$ cat src/rtl/down_counter_timer_pkg.sv
// Shared definitions for the up/down counter family: FSM encoding and common widths.
// Latency: n/a (types and constants only).
// Backpressure: n/a.
package down_counter_timer_pkg;

    typedef enum logic {
        ST_IDLE = 1'b0,
        ST_RUN  = 1'b1
    } state_t;

    localparam int UP_CNT_WIDTH = 4;
    localparam int DN_CNT_WIDTH = 4;

    // A divide-by-1 prescaler still needs a legal 1-bit vector width.
    function automatic int prescale_width(input int prescale);
        return (prescale > 1) ? $clog2(prescale) : 1;
    endfunction

endpackage

$ cat src/rtl/down_counter_timer_tick_prescaler.sv
// Tick prescaler: emits one tick every PRESCALE enabled cycles.
// Latency: combinational tick from the registered phase counter; PRESCALE=1 is a wire.
// Backpressure: none; en low freezes the phase, clr restarts it.
module tick_prescaler
    import down_counter_timer_pkg::*;
#(
    parameter int PRESCALE = 1
) (
    input  logic clk,
    input  logic rst,
    input  logic clr,
    input  logic en,
    output logic tick
);

    generate
        if (PRESCALE <= 1) begin : g_bypass
            logic unused_ok;
            assign unused_ok = ^{clk, rst, clr};
            assign tick      = en;
        end else begin : g_div
            localparam int            PW   = prescale_width(PRESCALE);
            localparam logic [PW-1:0] LAST = PW'(PRESCALE - 1);

            logic [PW-1:0] phase;

            assign tick = en && (phase == LAST);

            always_ff @(posedge clk or posedge rst) begin
                if (rst) begin
                    phase <= '0;
                end else if (clr || tick) begin
                    phase <= '0;
                end else if (en) begin
                    phase <= phase + PW'(1);
                end
            end
        end
    endgenerate

endmodule

$ cat src/rtl/down_counter_timer.sv
// Loadable down-counter/timer with one-shot and auto-reload modes and a 1-cycle tc pulse.
// Latency: count valid the edge after start; tc registered, one cycle after the tick at zero.
// Backpressure: none; en low holds count, prescaler and state.
module down_counter_timer
    import down_counter_timer_pkg::*;
#(
    parameter int WIDTH    = DN_CNT_WIDTH,
    parameter int PRESCALE = 1
) (
    input  logic             clk,
    input  logic             rst,
    input  logic             start,
    input  logic [WIDTH-1:0] load_val,
    input  logic             stop,
    input  logic             en,
    input  logic             auto_rld,
    output logic [WIDTH-1:0] count,
    output logic             tc,
    output logic             busy
);

    state_t           state;
    state_t           state_nxt;
    logic [WIDTH-1:0] reload;
    logic [WIDTH-1:0] reload_nxt;
    logic [WIDTH-1:0] count_nxt;
    logic             tc_nxt;
    logic             run;
    logic             tick;
    logic             at_zero;

    assign run     = (state == ST_RUN);
    assign at_zero = (count == '0);

    tick_prescaler #(
        .PRESCALE(PRESCALE)
    ) u_prescaler (
        .clk (clk),
        .rst (rst),
        .clr (start || stop || !run),
        .en  (run && en),
        .tick(tick)
    );

    always_ff @(posedge clk or posedge rst) begin
        if (rst) begin
            state <= ST_IDLE;
        end else begin
            state <= state_nxt;
        end
    end

    // start outranks stop, which outranks a pending tick.
    always_comb begin
        state_nxt = state;
        if (start) begin
            state_nxt = ST_RUN;
        end else if (stop) begin
            state_nxt = ST_IDLE;
        end else if (tick && at_zero && !auto_rld) begin
            state_nxt = ST_IDLE;
        end
    end

    always_comb begin
        busy = (state == ST_RUN);
    end

    // Terminal count saturates at zero: reload or park, never wrap.
    always_comb begin
        count_nxt  = count;
        reload_nxt = reload;
        tc_nxt     = 1'b0;
        if (start) begin
            count_nxt  = load_val;
            reload_nxt = load_val;
        end else if (stop) begin
            count_nxt = count;
        end else if (tick) begin
            if (!at_zero) begin
                count_nxt = count - WIDTH'(1);
            end else begin
                tc_nxt = 1'b1;
                if (auto_rld) begin
                    count_nxt = reload;
                end
            end
        end
    end

    always_ff @(posedge clk or posedge rst) begin
        if (rst) begin
            count  <= '0;
            reload <= '0;
            tc     <= 1'b0;
        end else begin
            count  <= count_nxt;
            reload <= reload_nxt;
            tc     <= tc_nxt;
        end
    end

endmodule

$ cat config.mk
export PLATFORM = sky130hd
export DESIGN_NAME = down_counter_timer
export DESIGN_NICKNAME = d
export VERILOG_FILES = /design/src/rtl/down_counter_timer_pkg.sv /design/src/rtl/down_counter_timer_tick_prescaler.sv /design/src/rtl/down_counter_timer.sv
export SDC_FILE = /design/constraint.sdc
export NUM_CORES = 1
export LEC_CHECK = 0
export ABC_CLOCK_PERIOD_IN_PS = 1950
export CAP_MARGIN = 20
export CORE_MARGIN = 8
export CORE_UTILIZATION = 40
export CTS_CLUSTER_DIAMETER = 60
export DETAILED_ROUTE_END_ITERATION = 7
export PLACE_DENSITY = 0.75
export SLEW_MARGIN = 20
export SYNTH_ARGS = -nofsm -noshare
export SYNTH_HDL_FRONTEND = slang
export SYNTH_HIERARCHICAL = 1
export SYNTH_SLANG_ARGS = --single-unit
$ cat constraint.sdc
create_clock -name clk -period 1.95 [get_ports clk]
set_clock_uncertainty 0.2 [all_clocks]
set_input_delay 0.195 -clock clk [delete_from_list [all_inputs] [get_ports clk]]
set_output_delay 0.195 -clock clk [all_outputs]
set_load 0.01 [all_outputs]
Word-level counts from Yosys, hierarchy flattened
Index checks and enable logic that the tools add are counted.
{"block": "totals", "reg_bits": 10, "in_bits": 10, "output_inout_bits": 6}
{"block": "classes", "addsub": 1, "n_eq_ne": 2, "muxes": 12, "n_reduce_logical": 8}
{"cell": "$mux W4", "count": 5}
{"cell": "$mux W1", "count": 7}
{"cell": "$logic_not A4 Y1", "count": 1}
{"cell": "$sub A4 B1 Y4 const B", "count": 1}
{"cell": "$logic_and A1 B1 Y1", "count": 3}
{"cell": "$ne A3 B3 Y1 const B", "count": 1}
{"cell": "$reduce_and A3 Y1", "count": 1}
{"cell": "$reduce_bool A3 Y1", "count": 1}
{"cell": "$ne A2 B2 Y1 const B", "count": 1}
{"cell": "$reduce_bool A2 Y1", "count": 1}
{"cell": "$logic_not A1 Y1", "count": 1}

Logic depth before layout (Yosys ltp)
Gate-level depths: netlist (run 1).
{"block": "depth", "ltp_word": 6, "depth_mapped": 7}

By module
Netlist (run 1), hierarchy kept.
{"mod": "down_counter_timer", "instances": 1, "cells_each": 55, "area_per_inst_um2": 543.0, "seq_area_each_um2": 250.2}
{"mod": "tick_prescaler", "instances": 1, "cells_each": 1, "area_per_inst_um2": 7.5, "seq_area_each_um2": 0.0}

Worst setup path before layout (run 1)
Ideal clock, no wire load.
{"block": "synth_timing", "path_type": "reg-to-reg", "startpoint": "reg count[0]", "endpoint": "reg count[0]", "setup_time_ns": 0.131, "t_arrival_ns": 1.601, "path_slack_ns": 0.018, "stages_incl_launch_ff": 8, "n_path_buf": 1, "synth_period_minus_slack_ns": 1.932, "cell_sequence": "dfrtp_1 inv_1 ha_1 or3b_1 buf_6 o21ai_4 mux2i_1 o21ai_1"}
{"block": "synth_via", "elab_chain_cells": 5, "elab_cells_between_ends": 8, "classes_between": "add/sub: 1; eq/ne: 1; mux: 4; reduce/logical: 2"}
{"element": "start, declared", "line_no": "down_counter_timer.sv:17", "rtl": "output logic [WIDTH-1:0] count,"}
{"element": "start signal, assigned", "line_no": "down_counter_timer.sv:97", "rtl": "count <= count_nxt;"}
{"element": "$sub A4 B1 Y4 / $logic_not A4 Y1 (equally long branches)", "line_no": "down_counter_timer.sv:81, down_counter_timer.sv:33"}
{"element": "$mux W4", "line_no": "down_counter_timer.sv:80", "rtl": "if (!at_zero) begin"}
{"element": "$mux W4", "line_no": "down_counter_timer.sv:79", "rtl": "end else if (tick) begin"}
{"element": "$mux W4", "line_no": "down_counter_timer.sv:77", "rtl": "end else if (stop) begin"}
{"element": "$mux W4", "line_no": "down_counter_timer.sv:74", "rtl": "if (start) begin"}
Several ways; a longest one is shown, not always the timed one. The select of a mux whose other input is x is not followed.
A chain may end at the register's enable or synchronous reset.

Worst setup path after layout (run 1)
Ends and elaborated chain as after synthesis.

==> out/metrics.cfg, run 1 <==
[floorplan]
io_pins=16
die_h_um=53.1
die-width_um=53.1
start_util=0.423
coreArea_sq_um=1300
die-area_sq_um=2820
rows=13

[run_status]
status=finished clean

[finish]
nets=89
syn_to_final_growth_pct=37.5
fillers=122
layout-drive-gt1-share=0.145
final_cells=91
antenna_cells=0
fin_area_sq_um=757
fin_util=0.582

[drt]
wl_met2_um=544
vias=449
ant_nets=0
dr.pass1.iters=2
met3_length_um=69
wl_um=1130
drt_iter0_markers=2
wire_per_inst_um=12.4
wl_met1_um=503
drc_errors=0
top_layer=met4
vias_per_cell=4.93

[cts]
htree_levels=1
cts_resized=0
clock_latency_ns=0.26
cts_hold_buf=0
post_cts_buffers=0
clock-sinks=10
cts-root-buf=clkbuf_4
clk_path_buf_depth=2
cts_tree=done
clk_pin_slew_worst_paths_ns=0.07
cts-buffers-inserted=3

[power]
vdd_drop_max_uv=325
p_total_mw=0.507
p_leak_nw=0.336
powerDensity_nw_per_um2=670

[timing]
drv_slew=0
finalCritPeriodShare=0.955
period_minus_slack_ns=1.86
hold_viol_final=0
max_freq_ghz=0.537
fin_ws_ns=0.0879
worst_pin_slew_ns=0.393
rsz0062_at_grt=no
worst_hold_slack_ns=0.00902
setup_violations=0
fin_setup_tns_ns=0
relSlewSlack=0.738

[logic_synthesis]
synth_area_sq_um=551
synth.net_count=67
netlist_instances=56
synth_top_area_frac=0.455
async_reset_ff_frac=1.00
ys_types=28
post-synth-top-area-cell=dfrtp_1
synth.most_common_cell=dfrtp_1
seq_area_frac_synth=0.455
syn-mean-instance-area_sq_um=9.83
ys_ff_latch=10
synth_area_leaders=dfrtp_1 (45%), inv_1 (4.8%), mux2_2 (4.1%)
synth_flop_cell=dfrtp_1
synth_commonest_cells=dfrtp_1 (10), inv_1 (7), a21oi_1 (4), nand2_1 (4)
synth_edf_count=0
ys_warn_count=6

[global_routing]
grt_pass1_vias=459
grt_overflow=0
antenna_found_initial=0
grt_pass1_wl_um=1990
grt_usage=0.0959
grt_max_degree=11

[worst_setup_path]
path_cells=inv_1, ha_1, or3b_1, o21ai_4, mux2i_1, o21ai_1
cp.required_ns=1.89
slowest_delay_ns=0.45
cp_top_family=simple AND/OR/NAND/NOR gates
slowest_stage=or3b_1
crit_path_end_kind=flop
start_kind=flop
reg2reg_slack_ns=0.09
cp.buffers_inverters=1
path_class=flop to flop
cp_max_fo=5
arrival_ns=1.80

[placement]
placed_area_sq_um=734
placed_cells=88
gp_congestion=0.771
pre_cts_ws_ns=0.0795
dp_hpwl_um=902
io_buffers=15

[min_path]
hold_path_class=primary input to asynchronous set/reset pin

[flow_run]
cap_violations=0

## power by group
part           switching (mW)  internal [mW]  total [mW]
Clock                  0.0688         0.0712       0.140
Sequential             0.0129          0.226       0.238
Combinational          0.0540         0.0746       0.129
Total                   0.136          0.371       0.507
## worst reg2reg max path: stages, from the launching register on
cell     delay (ns)
dfrtp_1        0.38
inv_1          0.06
ha_1           0.15
or3b_1         0.45
o21ai_4        0.23
mux2i_1        0.21
o21ai_1        0.07
## state kept, by name, indices dropped and copies added (netlist names)
name	count
tc	1
busy	1
reload	4
count	4
## worst paths after layout
check,from,to,depth (start not counted)
setup / recovery,count[0],count[0],6
hold / removal,rst,reload[3],2
setup reg to reg,count[0],count[0],6
hold reg to reg,reload[3],reload[3],1
max in group asynchronous,rst,busy,2
min in group clk,load_val[3],count[3],3
## logic make-up after synthesis
kind of cell,share of synthesized area
muxes,0.0773
DFF,0.455
adders and majority gates,0.0227
AOI/OAI and AO/OA,0.202
and+or+nand+nor,0.155
buffers and inverters,0.0886
## routing by layer
metal | vias to the layer above | GRT usage
met5 | - | 0
met4 | 0 | 0.0630
met3 | 2 | 0.0336
met2 | 11 | 0.148
met1 | 202 | 0.108
li1 | 234 | -
## cells in the final DEF (no fill, tap or decap), drive strengths merged
cell and count:
a211o 1, a21oi 4, a2bb2oi 1, a31oi 1
and2 1, buf 5, clkbuf 3, clkdlybuf4s50 15
dfrtp 10, ha 1, inv 7, mux2 2
mux2i 2, nand2 4, nand2b 1, nor2 2
nor2b 2, nor3 1, nor3b 1, nor4b 1
o211ai 1, o21ai 5, o21bai 2, o31a 1
or2b 1, or3b 1
## area by class of cell
class | instances | area [sq um] | area share
inverters | 7 | 26.3 | 0.0347
well taps | 15 | 18.8 | 0.0248
flip-flops and latches | 10 | 250 | 0.331
clock buffers | 3 | 22.5 | 0.0298
multi-input cells | 36 | 251 | 0.332
repair buffers | 20 | 188 | 0.248
(Power assumes the default switching activity.)
==> inputs of run 2 (changes only) <==
--- a/config.mk
+++ b/config.mk
@@ -5,14 +5,13 @@
 export SDC_FILE = /design/constraint.sdc
 export NUM_CORES = 1
 export LEC_CHECK = 0
-export ABC_CLOCK_PERIOD_IN_PS = 1950
+export ABC_CLOCK_PERIOD_IN_PS = 1700
 export CAP_MARGIN = 20
 export CORE_MARGIN = 8
 export CORE_UTILIZATION = 40
 export CTS_CLUSTER_DIAMETER = 60
 export DETAILED_ROUTE_END_ITERATION = 7
 export PLACE_DENSITY = 0.75
-export SLEW_MARGIN = 20
 export SYNTH_ARGS = -nofsm -noshare
 export SYNTH_HDL_FRONTEND = slang
 export SYNTH_HIERARCHICAL = 1
==> constraint.sdc (replaced) <==
create_clock -name clk -period 1.7 [get_ports clk]
set_clock_uncertainty 0.2 [all_clocks]
set_input_delay 0.17 -clock clk [delete_from_list [all_inputs] [get_ports clk]]
set_output_delay 0.17 -clock clk [all_outputs]
set_load 0.01 [all_outputs]
==> out/metrics.cfg, run 2 (synthesis results as in run 1) <==
[run_status]
status=finished with violations
violations=negative setup slack

[timing]
worst_pin_slew_ns=0.396
drv_slew=0
period_minus_slack_ns=1.82
max_freq_ghz=0.549
fin_ws_ns=-0.120
setup_violations=5
hold_viol_final=0
finalCritPeriodShare=1.07
worst_hold_slack_ns=0.264
relSlewSlack=0.736
rsz0062_at_grt=yes

[global_routing]
antenna_found_initial=0
grt_max_degree=11
grt_pass1_vias=476
grt_usage=0.101
grt_pass1_wl_um=2100
grt_overflow=0

[finish]
antenna_cells=0
layout_common_cells=clkdlybuf4s50_1 (12), buf_4 (12), dfrtp_1 (9), inv_1 (5), nand2_1 (4)
syn_to_final_growth_pct=57.7
layout-drive-gt1-share=0.318
reg_top3=count: 4 flops, reload: 4 flops
fin_area_sq_um=868
nets=97

[worst_setup_path]
slowest_delay_ns=0.41
start_kind=flop
path_class=flop to flop
path_cells=inv_2, ha_4, or3b_4, o21ai_4, mux2i_1, o21ai_1
worstReg2RegStart=count[1]
arrival_ns=1.77
crit_start=count[1]
crit_path_end_kind=flop
cp_max_fo=5
cp.required_ns=1.65
slowest_stage=or3b_4

[power]
p_leak_nw=0.412
power_frac_comb=0.272
swShare=0.269
power.net_switching_mw=0.182
power.share.sequential=0.401
power_frac_clock=0.327
vdd_drop_max_uv=534
p_int_mw=0.495
powerDensity_nw_per_um2=779

[min_path]
hp-start=load_val[0]
hold_path_class=primary input to flop

[drt]
wl_met2_um=659
ant_nets=0
drc_errors=0
met3_length_um=83
drt_iter0_markers=3
dr.pass1.iters=4
wl_met1_um=613
vias_per_cell=4.98
vias=498
wire_per_inst_um=13.7
top_layer=met4
wl_um=1370

[cts]
clk_path_buf_depth=2
cts_tree=done
clock_latency_ns=0.27
cts-root-buf=clkbuf_4
clk_pin_slew_worst_paths_ns=0.07
cts-buffers-inserted=3
htree_levels=1
clock-sinks=10

[floorplan]
start_util=0.423
die-width_um=53.1
die_h_um=53.1
rows=13
coreArea_sq_um=1300
die-area_sq_um=2820
io_pins=16

[placement]
dp_hpwl_um=955
io_buffers=15
placed_area_sq_um=776
gp_congestion=0.802

[flow_run]
cap_violations=0

[run 2: changes by cell type in the layout (fill, tap and decap cells not counted), moves of 2 or more]
| cell | change |
|---|---|
| buf_4 | +7 |
| clkdlybuf4s50_1 | -3 |
| dlymetal6s2s_1 | +3 |
| inv_1 | -2 |
| inv_2 | +2 |
[run 2: timing repair]
item | 4_1_cts | 5_1_grt
endpoints found under the hold margin | 10 | 0
setup buffers | 1 | 1
hold buffers | 1 | 0
endpoints found under the setup margin | 5 | 8
resized for setup | 4 | 5
pin swaps | 5 | 5
cloned | 0 | 0
[run 2: power groups by stage]
| stage | combinational (mW) | sequential, mW | clock (mW) |
|---|---|---|---|
| after detailed placement | 0.167 | 0.275 | 0 |
| after CTS | 0.179 | 0.271 | 0.229 |
| after global routing | 0.201 | 0.274 | 0.237 |
| final | 0.184 | 0.271 | 0.221 |
| after global placement | 0.165 | 0.274 | 0 |
| after floorplan | 0.0706 | 0.285 | 0 |
[run 2: worst paths after layout]
check | to | slack, ns | depth (start not counted)
worst max register to register | count[0] | -0.12 | 6
worst max-delay path | count[0] | -0.12 | 6
worst min-delay path | count[0] | 0.26 | 3
worst min register to register | reload[3] | 0.33 | 1
max in group asynchronous | count[0] | 0.46 | 3
min in group asynchronous | reload[1] | 0.53 | 3
[run 2: cell type report]
class,instances,area (sq um)
inverter,7,26.3
sequential,10,251
fill,116,433
multi-input combinational,36,278
tap,15,18.8
clock buffer,4,36.3
timing repair buffer,28,258
[run 2: per-stage QoR]
stage                     setup TNS (ns)  total power [mW]  utilization  setup WS, ns  instances
after floorplan                   -0.697             0.356            -        -0.215         56
after global placement            -0.520             0.439        0.596        -0.145         93
after detailed placement          -0.651             0.441        0.596        -0.190         93
after CTS                         -0.347             0.679        0.651        -0.139         99
after global routing              -0.717             0.712        0.667        -0.186        100
final                             -0.346             0.676        0.667        -0.120        100
[run 2: per-layer routing]
layer,GRT usage,vias to the layer above
li1,-,250
met1,0.126,234
met2,0.143,12
met3,0.0476,2
met4,0.0504,0
met5,0,-
[run 2: critical path, delay by kind of cell, from the launching register on]
family,cells,cell delay (ns)
and+or+nand+nor,1,0.41
DFF,1,0.39
AOI/OAI and AO/OA,2,0.29
muxes,1,0.20
adders and majority gates,1,0.13
buffers and inverters,1,0.08
==> inputs of run 3 (changes only) <==
--- a/config.mk
+++ b/config.mk
@@ -6,10 +6,8 @@
 export NUM_CORES = 1
 export LEC_CHECK = 0
 export ABC_CLOCK_PERIOD_IN_PS = 1700
-export CAP_MARGIN = 20
 export CORE_MARGIN = 8
 export CORE_UTILIZATION = 40
-export CTS_CLUSTER_DIAMETER = 60
 export DETAILED_ROUTE_END_ITERATION = 7
 export PLACE_DENSITY = 0.75
 export SYNTH_ARGS = -nofsm -noshare
==> results of run 3 <==
No change in the layout: final DEF, timing and power equal those of run 2.
==> edit: new RTL, flow settings as in run 3 <==
Put one more register stage on the output `count`, with the module's reset. The value now appears one clock later. The other outputs are not delayed to match. Comments in the files are not updated.
--- a/src/rtl/down_counter_timer.sv
+++ b/src/rtl/down_counter_timer.sv
@@ -20,4 +20,6 @@
 );
 
+    logic [WIDTH-1:0] count_s0;
+
     state_t           state;
     state_t           state_nxt;
@@ -31,5 +33,5 @@
 
     assign run     = (state == ST_RUN);
-    assign at_zero = (count == '0);
+    assign at_zero = (count_s0 == '0);
 
     tick_prescaler #(
@@ -69,5 +71,5 @@
     // Terminal count saturates at zero: reload or park, never wrap.
     always_comb begin
-        count_nxt  = count;
+        count_nxt  = count_s0;
         reload_nxt = reload;
         tc_nxt     = 1'b0;
@@ -76,8 +78,8 @@
             reload_nxt = load_val;
         end else if (stop) begin
-            count_nxt = count;
+            count_nxt = count_s0;
         end else if (tick) begin
             if (!at_zero) begin
-                count_nxt = count - WIDTH'(1);
+                count_nxt = count_s0 - WIDTH'(1);
             end else begin
                 tc_nxt = 1'b1;
@@ -91,9 +93,9 @@
     always_ff @(posedge clk or posedge rst) begin
         if (rst) begin
-            count  <= '0;
+            count_s0 <= '0;
             reload <= '0;
             tc     <= 1'b0;
         end else begin
-            count  <= count_nxt;
+            count_s0 <= count_nxt;
             reload <= reload_nxt;
             tc     <= tc_nxt;
@@ -101,4 +103,12 @@
     end
 
+    always_ff @(posedge clk or posedge rst) begin
+        if (rst) begin
+            count <= '0;
+        end else begin
+            count <= count_s0;
+        end
+    end
+
 endmodule
 
Function: changed (Yosys sat finds a counterexample within 4 cycles, from zero or initial values and one cycle with rst high).
==> edit against run 3 <==
Sequential share of layout area up 6.7 points; non-clock buffer count rose by 6; wire length grew 14%; critical path type unchanged; design area rose by 13%; die area up 13%; setup slack got worse by 0.054 ns; the flow still finishes with violations (setup timing); total power grew 13%; global-route usage down 0.10 points; sequential cell count grew 4; synthesized area increased by 18%; count of clock-buffer cells in the layout decreased by 1; highest routed layer unchanged; clock power fell by 16%; combinational power rose by 11%.
==> edit: results (changes against run 3) <==
* Synthesized instance count at 60 (+7.1%)
* CP Launch Point: count_s0[1]
* Sw Share at 26.22% (-0.63 points)
* Vias in the first global route at 616 (+29%)
* GR Util met3 at 2.921% (-1.8 points)
* WL met2 at 814 microns (+24%)
* Status: complete, but fails checks
* M1 WL at 657 microns (+7.2%)
* Placed Area at 890.9 sq um (+15%)
* Worst EP arrival at 1.85 ns (+0.08 ns)
* Failing checks: setup timing
* Largest net degree at the start of global routing at 15 (+4)
* Met3 WL at 60 microns (-28%)
* Final worst setup slack at -0.1740 ns (-0.05366 ns)
* Worst setup path end: count_s0[1]
* Final setup viols at 5 (unchanged)
* Final GP Congestion at 0.8060 (+0.54%)
* Setup TNS at -0.5780 ns (-0.2318 ns)
* Synth area leaders: dfrtp_1 54%, inv_1 4.0%, mux2_2 3.5%
* DP HPWL at 1053 microns (+10%)
* Initial DRC Count at 0 (-3)
* Flop+latch power at 0.000378 W (+39%)
* M1 GR Usage at 9.618% (-3.0 points)
* Met2 Use GR at 18.23% (+4.0 points)
* Final-layout fill cell count at 127 (+9.5%)
* First-pass GRT wire length at 2518 microns (+20%)
* Lkg Pwr at 0.4499 nW (+9.3%)
* Pre-CTS setup slack at -0.2431 ns (-0.05334 ns)
* Detailed Routing Iterations Pass 1 at 1 (-3)
==> edit: cell types whose count changed in the layout (fill, tap and decap cells not counted), moves of 3 or more <==
cell / before / now
clkdlybuf4s50_1: 12 / 15
dfrtp_1: 9 / 14
buf_4: 12 / 19
dlymetal6s2s_1: 3 / 0
==> edit: cell type report <==
class | instances | area share, %
timing repair buffer | 34 | 29.77
clock buffer | 3 | 2.290
multi-input combinational | 36 | 27.61
inverter | 7 | 2.672
tap | 16 | 2.036
sequential | 14 | 35.62
==> edit: logic make-up after synthesis <==
kind of cell,Yosys count,synth area share (%)
multiplexers,4,6.538
flip-flops,14,53.85
adder cells (fa/ha/maj),1,1.923
AND/OR/NAND/NOR,15,13.08
buffers and inverters,10,7.500
AO/OA/AOI/OAI,16,17.12
==> edit: timing repair <==
action / CTS / global route
pin swaps: 2 / 2
setup buffers: 3 / 4
endpoints found under the setup margin: 5 / 5
resized for setup: 2 / 3
gates cloned: 0 / 0
